--- src/rtl/cnn_pkg.sv ---
// cnn_pkg: shared pixel width, MNIST conv/pool map dimensions and an unsigned max helper
//   DATA_W        pixel width used across the CNN datapath
//   MAP_W/MAP_H   conv layer output map (24x24)
//   POOL_W/POOL_H pooled map after 2x2 / stride-2 pooling (12x12)
//   max_u(a,b)    unsigned maximum; on a tie the operands are equal, so either is returned
package cnn_pkg;

    localparam int DATA_W = 16;
    localparam int MAP_W  = 24;
    localparam int MAP_H  = 24;
    localparam int POOL_W = MAP_W / 2;
    localparam int POOL_H = MAP_H / 2;

    function automatic logic [DATA_W-1:0] max_u(input logic [DATA_W-1:0] a, input logic [DATA_W-1:0] b);
        return (a > b) ? a : b;
    endfunction

endpackage

--- src/rtl/pool_line_buf.sv ---
// pool_line_buf: half-width line buffer holding the row-pair maxima of the even row
//   clk    in   clock, rising edge
//   we     in   write enable
//   waddr  in   write address (pooled column)
//   wdata  in   write data
//   raddr  in   read address (pooled column)
//   rdata  out  asynchronous read data
// The contents are never reset: every even row rewrites each entry before the odd row reads it.
module pool_line_buf #(
    parameter int DEPTH  = cnn_pkg::POOL_W,
    parameter int DATA_W = cnn_pkg::DATA_W,
    parameter int AW     = $clog2(DEPTH)
) (
    input  logic              clk,
    input  logic              we,
    input  logic [AW-1:0]     waddr,
    input  logic [DATA_W-1:0] wdata,
    input  logic [AW-1:0]     raddr,
    output logic [DATA_W-1:0] rdata
);

    logic [DATA_W-1:0] mem [DEPTH];

    always_ff @(posedge clk) begin
        if (we)
            mem[waddr] <= wdata;
    end

    assign rdata = mem[raddr];

endmodule

--- src/rtl/maxpool2x2_stream.sv ---
// maxpool2x2_stream: streaming 2x2 / stride-2 unsigned max-pooling of a row-major IMG_W x IMG_H frame
//   clk      in   clock, rising edge
//   rst_n    in   synchronous active-low reset
//   s_valid  in   input pixel valid
//   s_ready  out  input pixel accepted when s_valid && s_ready
//   s_data   in   input pixel
//   m_valid  out  pooled pixel valid
//   m_ready  in   downstream accept
//   m_data   out  pooled pixel, max of its 2x2 window
//   m_last   out  high with the final pooled pixel of a frame
module maxpool2x2_stream
    import cnn_pkg::*;
#(
    parameter int DATA_W = cnn_pkg::DATA_W,
    parameter int IMG_W  = cnn_pkg::MAP_W,
    parameter int IMG_H  = cnn_pkg::MAP_H
) (
    input  logic              clk,
    input  logic              rst_n,
    input  logic              s_valid,
    output logic              s_ready,
    input  logic [DATA_W-1:0] s_data,
    output logic              m_valid,
    input  logic              m_ready,
    output logic [DATA_W-1:0] m_data,
    output logic              m_last
);

    localparam int CW = $clog2(IMG_W);
    localparam int RW = $clog2(IMG_H);

    if ((IMG_W % 2) != 0 || (IMG_H % 2) != 0) begin : g_dim_check
        $error("maxpool2x2_stream: IMG_W and IMG_H must both be even");
    end

    logic [CW-1:0]     col;
    logic [RW-1:0]     row;
    logic [DATA_W-1:0] pair_reg;
    logic [DATA_W-1:0] lb_rdata;
    logic [DATA_W-1:0] pair_max;
    logic [DATA_W-1:0] win_max;
    logic              acc;
    logic              col_end;
    logic              row_end;
    logic              lb_we;
    logic              emit;

    // One output register: input may only move when that register is free or draining this cycle.
    assign s_ready  = !m_valid || m_ready;
    assign acc      = s_valid && s_ready;
    assign col_end  = col == CW'(IMG_W - 1);
    assign row_end  = row == RW'(IMG_H - 1);
    assign pair_max = max_u(pair_reg, s_data);
    assign win_max  = max_u(pair_max, lb_rdata);
    // Odd columns close a horizontal pair: even rows park it, odd rows finish the window.
    assign lb_we    = acc && !row[0] && col[0];
    assign emit     = acc && row[0] && col[0];

    pool_line_buf #(
        .DEPTH (IMG_W / 2),
        .DATA_W(DATA_W),
        .AW    (CW - 1)
    ) u_lbuf (
        .clk  (clk),
        .we   (lb_we),
        .waddr(col[CW-1:1]),
        .wdata(pair_max),
        .raddr(col[CW-1:1]),
        .rdata(lb_rdata)
    );

    always_ff @(posedge clk) begin
        if (!rst_n) begin
            col      <= '0;
            row      <= '0;
            pair_reg <= '0;
            m_valid  <= 1'b0;
            m_data   <= '0;
            m_last   <= 1'b0;
        end else begin
            if (acc) begin
                col <= col_end ? '0 : col + 1'b1;
                if (col_end)
                    row <= row_end ? '0 : row + 1'b1;
                if (!col[0])
                    pair_reg <= s_data;
            end
            // A completing window overrides the drain so back-to-back outputs carry no bubble.
            if (emit) begin
                m_valid <= 1'b1;
                m_data  <= win_max;
                m_last  <= row_end && col_end;
            end else if (m_ready) begin
                m_valid <= 1'b0;
            end
        end
    end

endmodule
--- config.mk ---
export PLATFORM = sky130hd
export DESIGN_NAME = maxpool2x2_stream
export DESIGN_NICKNAME = d
export VERILOG_FILES = /design/src/rtl/cnn_pkg.sv /design/src/rtl/pool_line_buf.sv /design/src/rtl/maxpool2x2_stream.sv
export SDC_FILE = /design/constraint.sdc
export NUM_CORES = 1
export LEC_CHECK = 0
export ABC_AREA = 0
export CELL_PAD_IN_SITES_DETAIL_PLACEMENT = 0
export CELL_PAD_IN_SITES_GLOBAL_PLACEMENT = 2
export CORE_MARGIN = 10
export CORE_UTILIZATION = 45
export DETAILED_ROUTE_END_ITERATION = 8
export PLACE_DENSITY_LB_ADDON = 0.05
export SETUP_SLACK_MARGIN = 0.02
export SLEW_MARGIN = 20
export SYNTH_ARGS = -nofsm -noshare
export SYNTH_HDL_FRONTEND = slang
export SYNTH_SLANG_ARGS = --single-unit
--- constraint.sdc ---
create_clock -name clk -period 4.7 [get_ports clk]
set_clock_uncertainty 0.2 [all_clocks]
set_input_delay 0.705 -clock clk [delete_from_list [all_inputs] [get_ports clk]]
set_output_delay 0.705 -clock clk [all_outputs]
set_load 0.1 [all_outputs]
==> run metrics <==
first-pass GRT wire length ~35 mm; endpoints failing hold 0; Post-route DRC 0; DRT Wirelength between 20 and 25 mm; CP max stage delay 0.50 ns; CP cell instances clkdlybuf4s50_1, inv_1, ha_1, nand3_2, nor4_4, o21ai_2, a31oi_4, buf_12, mux2i_2, inv_1, ha_1, nand4_1, o221ai_2, a221oi_1, or4_1, buf_6, o221ai_1; Worst-Margin Slew between 0.9 and 1 ns; gpl congestion approximately 0.8; min-delay worst type flop to flop; Largest register FFs between 150 and 200; H-tree depth 1; CP max-delay cell or4_1; Cell Rows 54; RSZ-0062 raised after global routing false; global route total overflow 0; setup TNS 0 ns; clk_lat worst skew ~0.52 ns; initial antenna violation count 0; top cell type by total area after synthesis edfxtp_1; routed vias/inst ~5.5; nets just over 800; Mapped Area 10100 sq um; Synth Register Bits 240; status complete, no violations; DR vias 5761; Area growth syn-to-layout 21.1%; share of post-route cells with drive strength above 1 between 20% and 30%; Post-synth EDFFs around 190; vias in the first global route slightly above 6000; Clock Pin Slew Worst Setup and Hold Paths roughly 0.060 ns; Final ANT Viol Nets 0; fin worst setup slack roughly 0.19 ns; Worst Hold Slack about 0.28 ns; Final Setup Violations 0; Ys Warns 0; CTS Buf Count 26; Post-synth ARST share 0%; die area roughly 29000 sq um; Yosys cell types 45; Syn Area/Cell between 15 and 20 sq um; CP required slightly below 5 ns; Critical Path End Type flop; Die H between 150 and 200 microns; multi-input logic area roughly 3200 sq um; core area approximately 22000 sq um; ys flop type edfxtp_1; fmax around 220 MHz; CTS tree built; crit path DAT around 4.8 ns; synthesized net count a little over 700; crit path max fanout 16; critical path class primary input to flop; sequential share of the synthesized area roughly two thirds; CP top delay family simple AND/OR/NAND/NOR gates; Initial Utilization 46.0%; fin crit period about 4.5 ns; DPL Wire Length roughly 15 mm; Total GRT Usage between 10% and 20%; static leakage power around 4.2 nW; CTS Sinks 240; main area contributors after synthesis edfxtp_1 (57%), mux4_2 (11%), dfxtp_1 (9.5%), ha_1 (4.2%), mux2i_1 (3.5%); DR WL/cell 21.2 microns; IO Count 39; Iter 0 DRT Violations 370; Final Cycle Share between 90% and 100%; Synth top area share 57.1%; Slew Viols, Final 0; CTS Root Buffer Type clkbuf_16; commonest non-fill, non-tap cell in the layout edfxtp_1; largest net degree at the start of global routing 33; Die X roughly 170 microns; commonest non-fill, non-tap cells in the layout edfxtp_1 (192), nand2_1 (67), buf_4 (65); Worst setup SP type primary input; MaxCap Viol Count 0; n_diodes 0; pre-CTS setup slack -0.441 ns; post-layout util between 50% and 60%; Mapped Cells 655; drt pass-1 iters 4; pwr dens about 380 nW/um^2; Bufs and invs on worst path 5; VDD IR max between 200 and 300 uV; Sequential Area between 6000 and 7000 sq um; clock tree buffer depth 3; filler cell count ~1800; Slew headroom between 30% and 40%; port buffer count 38; hold-fix buffer count after cts 0
==> power breakdown <==
group          switching (mW)  total, mW  internal [mW]
Combinational           0.206      0.375          0.169
Sequential             0.0142       2.35           2.33
Clock                   0.784       1.98           1.20
==> metal layers <==
layer / track usage (%) / part of all wire (%) / up-vias
li1: - / - / 2723
met1: 20.4 / 44 / 2910
met2: 27.0 / 51 / 100
met3: 2.40 / 3.7 / 28
met4: 3.66 / 1.6 / 0
met5: 0 / 0 / -
==> path summary, 6_finish.rpt <==
path / startpoint / end / slack (ns) / cells after the start
min reg2reg: pair_reg[8]$_SDFFE_PN0P_ / pair_reg[8]$_SDFFE_PN0P_ / 0.28 / 2
max: s_data[9] / m_data[12]$_SDFFE_PN0P_ / 0.19 / 17
max reg2reg: pair_reg[9]$_SDFFE_PN0P_ / m_data[12]$_SDFFE_PN0P_ / 0.57 / 15
min: pair_reg[8]$_SDFFE_PN0P_ / pair_reg[8]$_SDFFE_PN0P_ / 0.28 / 2
==> cells by family (layout without fill, tap and decap cells) <==
logic type      after synthesis  in the layout  synth area share, %
flops                       240            240                 66.6
simple gates                145            145                 6.49
mux                          83             83                 14.2
compound gates               79             79                 5.04
buf+inv                      69            190                 3.01
fa+ha+maj                    34             34                 4.21
xor+xnor                      5              5                0.434
==> what timing repair did <==
item,CTS,global route
setup buffers,0,1
setup endpoints to repair,0,16
resized for setup,0,23
==> tightest hold or removal path, delay by kind of cell, from the launching register on <==
family,cells,cell delay (ns)
simple gates,1,0.06
flops,1,0.32
compound gates,1,0.05
==> Yosys cell counts (all sizes together) (4+ instances only) <==
cell type and number:
a21oi 48, buf 16, clkbuf 15, dfxtp 48, edfxtp 192, ha 34
inv 37, mux2i 35, mux4 48, nand2 67, nand2b 5, nand3 6
nand4 8, nor2 37, nor3 8, nor4 4, o21ai 5, o221ai 17
xor2 4
==> stage by stage <==
stage	cells	total power, mW	cell area, sq um
2_1_floorplan	655	2.59	10100
3_3_place_gp	1009	2.73	11200
3_5_place_dp	1009	2.74	11200
4_1_cts	1054	4.74	12100
5_1_grt	1056	4.89	12200
6_report	1056	4.71	12200
==> cell type report <==
| class | count | area share, % |
|---|---|---|
| sequential | 240 | 55.1 |
| multi-input combinational | 346 | 26.3 |
| timing repair buffer | 107 | 7.73 |
| clock buffer | 30 | 5.62 |
| tap | 280 | 2.87 |
| clock inverter | 15 | 1.20 |
| inverter | 38 | 1.17 |
Note: power is estimated with default switching activity, not from simulation.
